===== src/rtl/vector.sv =====
// Registered bitwise/logical/reduction OR and inversion of two operands.
// One-cycle latency, one result per accepted input, no input-to-output paths.
module vector #(
  parameter int WIDTH = 4
) (
  input  logic               clk,
  input  logic               rst_n,
  input  logic               in_valid,
  input  logic [WIDTH-1:0]   a,
  input  logic [WIDTH-1:0]   b,
  output logic               out_valid,
  output logic [WIDTH-1:0]   a_bitwise_or_b,
  output logic               a_logical_or_b,
  output logic               a_reduction_or,
  output logic               b_reduction_or,
  output logic [2*WIDTH-1:0] not_a_not_b
);

  logic [WIDTH-1:0]   or_d;
  logic               ra_d;
  logic               rb_d;
  logic [2*WIDTH-1:0] not_d;

  always_comb begin
    or_d  = a | b;
    ra_d  = |a;
    rb_d  = |b;
    not_d = {~b, ~a};
  end

  // Results only load on accepted input; out_valid tracks in_valid every cycle.
  always_ff @(posedge clk) begin
    if (!rst_n) begin
      out_valid      <= 1'b0;
      a_bitwise_or_b <= '0;
      a_logical_or_b <= 1'b0;
      a_reduction_or <= 1'b0;
      b_reduction_or <= 1'b0;
      not_a_not_b    <= '0;
    end else begin
      out_valid <= in_valid;
      if (in_valid) begin
        a_bitwise_or_b <= or_d;
        a_logical_or_b <= ra_d | rb_d;
        a_reduction_or <= ra_d;
        b_reduction_or <= rb_d;
        not_a_not_b    <= not_d;
      end
    end
  end

endmodule


===== config.mk =====
export PLATFORM = sky130hd
export DESIGN_NAME = vector
export DESIGN_NICKNAME = d
export VERILOG_FILES = /design/src/rtl/vector.sv
export SDC_FILE = /design/constraint.sdc
export NUM_CORES = 1
export LEC_CHECK = 0
export ABC_AREA = 1
export CAP_MARGIN = 30
export CORE_UTILIZATION = 43
export CTS_BUF_LIST = sky130_fd_sc_hd__clkbuf_4 sky130_fd_sc_hd__clkbuf_8
export CTS_CLUSTER_SIZE = 12
export DETAILED_ROUTE_END_ITERATION = 10
export PLACE_DENSITY = 0.85
export SLEW_MARGIN = 20
export SYNTH_ARGS = -nofsm -noshare
export SYNTH_HDL_FRONTEND = slang
export SYNTH_SLANG_ARGS = --single-unit

===== constraint.sdc =====
create_clock -name clk -period 2.05 [get_ports clk]
set_input_delay 0.41 -clock clk [delete_from_list [all_inputs] [get_ports clk]]
set_output_delay 0.41 -clock clk [all_outputs]
set_load 0.05 [all_outputs]

* After elaboration in Yosys (flattened, before gate mapping)
Index checks and enable logic that the tools add are counted.
** Operators by class
- Bitwise operators :: 4
- Reductions and logical operators :: 2
** Operator list (number)
- NOT 4 bit :: 2
- OR reduction 4 bit :: 2
- bitwise OR 4 bit :: 1
- bitwise OR 1 bit :: 1
** Storage, ports and cells
- Bits in registers :: 16
- Bits of input ports :: 11
- Output and inout bits :: 16
- Word-level logic and storage cells :: 12

* Logic depth before layout (Yosys ltp)
- Word-level depth :: 2
- Mapped depth :: 6
- Gate-level depth less buffers :: 6

* Worst setup path before layout
No wires, ideal clock.
- Kind :: input to register
- From :: input port in_valid
- To :: register a_bitwise_or_b[0]
- Library setup time :: 117 ps
- Arrival time :: 896 ps
- Required time :: 1933 ps
- Setup slack :: 1037 ps
- Cell stages on the path :: 4
- Buffers on the path :: 2
- Path through :: buf_6 > buf_4 > o221ai_1 > inv_1
** RTL lines
- from (decl) :: RTL line 8 : input logic in_valid,
- to (signal assigned) :: RTL line 43 : a_bitwise_or_b <= or_d;
- to (decl) :: RTL line 12 : output logic [WIDTH-1:0] a_bitwise_or_b,
No word-level cell between the ends.

* Worst setup path in the final report
- From :: register a_bitwise_or_b[3]
- To :: output port a_bitwise_or_b[3]
No word-level cell between the ends.

==> results.sh <==
export IMPL_cts_resized=0
export IMPL_fillerInstances=100
export IMPL_numClockSinks=16
export IMPL_max_freq_ghz=0.5372
export IMPL_route_met2_wl_um=675
export IMPL_drc=0
export IMPL_io_buffers=26
export IMPL_grt_usage=0.2159
export IMPL_yosysSeqAreaShare=0.5447
export IMPL_p_switching_w=0.0002197
export IMPL_critical_path_slowest_cell="clkdlybuf4s50_1"
export IMPL_p_seq_frac=0.472
export IMPL_synth_nets=82
export IMPL_criticalPathCategory="reg2out"
export IMPL_syn2layout_area_growth_pct=50.64
export IMPL_synth_top_family_by_area="compound AO/OA/AOI/OAI gates"
export IMPL_setup_ws_ps=188.4
export IMPL_crit_path_max_fanout=2
export IMPL_fin_setup_tns_ps=0
export IMPL_root_buffer="clkbuf_4"
export IMPL_synth_compound_area_frac=0.1787
export IMPL_max_stage_delay_ps=820
export IMPL_dr_wl_met3_um=91
export IMPL_rr_worst_depth=4
export IMPL_post_drt_wl_per_cell_um=12.05
export IMPL_period_needed_ps=1862
export IMPL_cts_setup_buffers=0
export IMPL_yosysWarningCount=0
export IMPL_die_area_um2=1519
export IMPL_cts_max_level=1
export IMPL_arrival_ps=1450
export IMPL_finalCritPeriodShare=0.9081
export IMPL_synth_fa_ha_area_frac=0
export IMPL_max_cap_violations=0
export IMPL_critical_path_depth=1
export IMPL_grt_pass1_wl_um=2187
export IMPL_synth_cells=71
export IMPL_crit_buf_inv=1
export IMPL_synth_mux_area_frac=0
export IMPL_endpoint_kind="output port"
export IMPL_grt_pass1_vias=537
export IMPL_peakVddDrop_mv=0.4937
export IMPL_vias=572
export IMPL_hpwl_um=1024
export IMPL_tightest_slew_ps=510.0
export IMPL_hp_class="reg2reg"
export IMPL_wirelength_um=1362
export IMPL_grt_setup_unrepaired="no"
export IMPL_slew_violations=0
export IMPL_finalHoldViolCount=0
export IMPL_clkPwrFrac=0.280
export IMPL_cts_tree="built"
export IMPL_ios=27
export IMPL_cts_hold_buf=0
export IMPL_drive_above_1_share=0.09091
export IMPL_power_density_nw_per_um2=819.3
export IMPL_start_util=0.4958
export IMPL_max_slew_margin=0.6589
export IMPL_power_frac_comb=0.249
export IMPL_antenna_found_initial=0
export IMPL_setup_viol=0
export IMPL_top_layer_used="met4"
export IMPL_syn_cell_area_um2=588.1
export IMPL_diodes=0
export IMPL_crit_family="buffers and inverters"
export IMPL_status="finished, final reports clean"
export IMPL_start_kind="flop"
export IMPL_min_path_cells=2
export IMPL_internal_power_w=0.0005061
export IMPL_hold_slack_ps=469.5
export IMPL_required_ps=1640
export IMPL_grt_max_degree=12
export IMPL_synth_ff_latch_count=16
export IMPL_path_cells="clkdlybuf4s50_1"
export IMPL_grt_overflow=0
export IMPL_synthSimpleGateAreaFrac=0.1681
export IMPL_fin_skew_ps=0
export IMPL_ant_nets=0
export IMPL_routed_via_density=5.062
export IMPL_die_w_um=38.98
export IMPL_die_y_um=38.98
export IMPL_insertion_delay_ps=280
export IMPL_core_area_um2=1186
export IMPL_clockBufferDepth=2
export IMPL_netlist_cell_type_count=15
export IMPL_multiInputGateArea_um2=203.9
export IMPL_drt_met1_wl_um=559
export IMPL_clk_pin_slew_ps=90
export IMPL_synth_avg_cell_area_um2=8.283
export IMPL_place_ws_ps=314.2
export IMPL_dr_pass1_iters=4
export IMPL_p_sw_frac=0.3027
export IMPL_seq_area_um2=320.3
export IMPL_row_count=12
export IMPL_cts_buffers=3
export IMPL_fin_nets=111
export IMPL_leakage_nw=0.3891
export IMPL_drt_iter0_drc=5
export IMPL_synth_xor_area_frac=0
export IMPL_routabilityCongestion=0.7599
power by group through the flow:
stage / registers [W] / logic (W) / clock network (W)
final: 0.000342 / 0.000181 / 0.000203
after global routing: 0.000344 / 0.000192 / 0.000217
after CTS: 0.000342 / 0.000182 / 0.000206
after detailed placement: 0.000349 / 0.000180 / 0
after global placement: 0.000349 / 0.000178 / 0
after floorplan: 0.000421 / 0.0000392 / 0
stage by stage:
stage	util	instance area (um^2)	std cells	total power, W
finish	0.7468	885.9	113	0.0007258
global route	0.7468	885.9	113	0.0007535
CTS	0.7468	885.9	113	0.0007295
detailed placement	0.7162	849.6	109	0.0005297
global placement	0.7162	849.6	109	0.0005267
floorplan	-	588.1	71	0.0004605
sequential cells by signal, indices dropped and copies added, names as in the netlist:
signal          count
a_bitwise_or_b      4
a_logical_or_b      1
a_reduction_or      1
b_reduction_or      1
not_a_not_b         8
out_valid           1
per-layer routing:
| metal | vias to the layer above | track usage |
|---|---|---|
| met5 | - | 0 |
| met4 | 0 | 0.1293 |
| met3 | 5 | 0.03468 |
| met2 | 25 | 0.3750 |
| met1 | 257 | 0.2429 |
| li1 | 285 | - |
path summary, 6_finish.rpt:
| path | start | endpoint | slack [ps] |
|---|---|---|---|
| max | a_bitwise_or_b[3] | a_bitwise_or_b[3] | 190 |
| min | a_reduction_or | a_reduction_or | 470 |
| max reg2reg | a_logical_or_b | a_logical_or_b | 1380 |
| min reg2reg | a_reduction_or | a_reduction_or | 470 |
cells by family (layout without fill, tap and decap cells):
kind of cell,count (synthesis),count (layout)
compound gates,18,18
flops,16,16
buf+inv,13,41
simple gates,24,24
cell type report:
| type | count | share of cell area |
|---|---|---|
| well taps | 14 | 0.01977 |
| multi-input cells | 42 | 0.2302 |
| flip-flops and latches | 16 | 0.3616 |
| repair buffers | 27 | 0.3023 |
| inverters | 10 | 0.04520 |
| clock buffers | 4 | 0.04096 |
cells in the final DEF, fill, tap and decap left out:
master,synthesis,final
nor2_1,5,5
clkdlybuf4s50_1,0,26
nand3_1,1,1
nand2_1,16,16
dfxtp_1,16,16
or2_4,1,1
buf_4,1,1
inv_1,9,9
o221ai_1,3,3
o21ai_0,5,5
a21oi_2,1,1
clkbuf_4,0,3
nor2_2,1,1
a21oi_1,9,9
inv_4,1,1
clkbuf_8,0,1
cell usage after synthesis (all sizes together):
cell | count | share of area
a21oi | 10 | 0.091
buf | 3 | 0.040
dfxtp | 16 | 0.54
inv | 10 | 0.068
nand2 | 16 | 0.10
nand3 | 1 | 0.0085
nor2 | 6 | 0.043
o21ai | 5 | 0.043
o221ai | 3 | 0.045
or2 | 1 | 0.015
No activity file was read; power rests on OpenSTA's default activity.
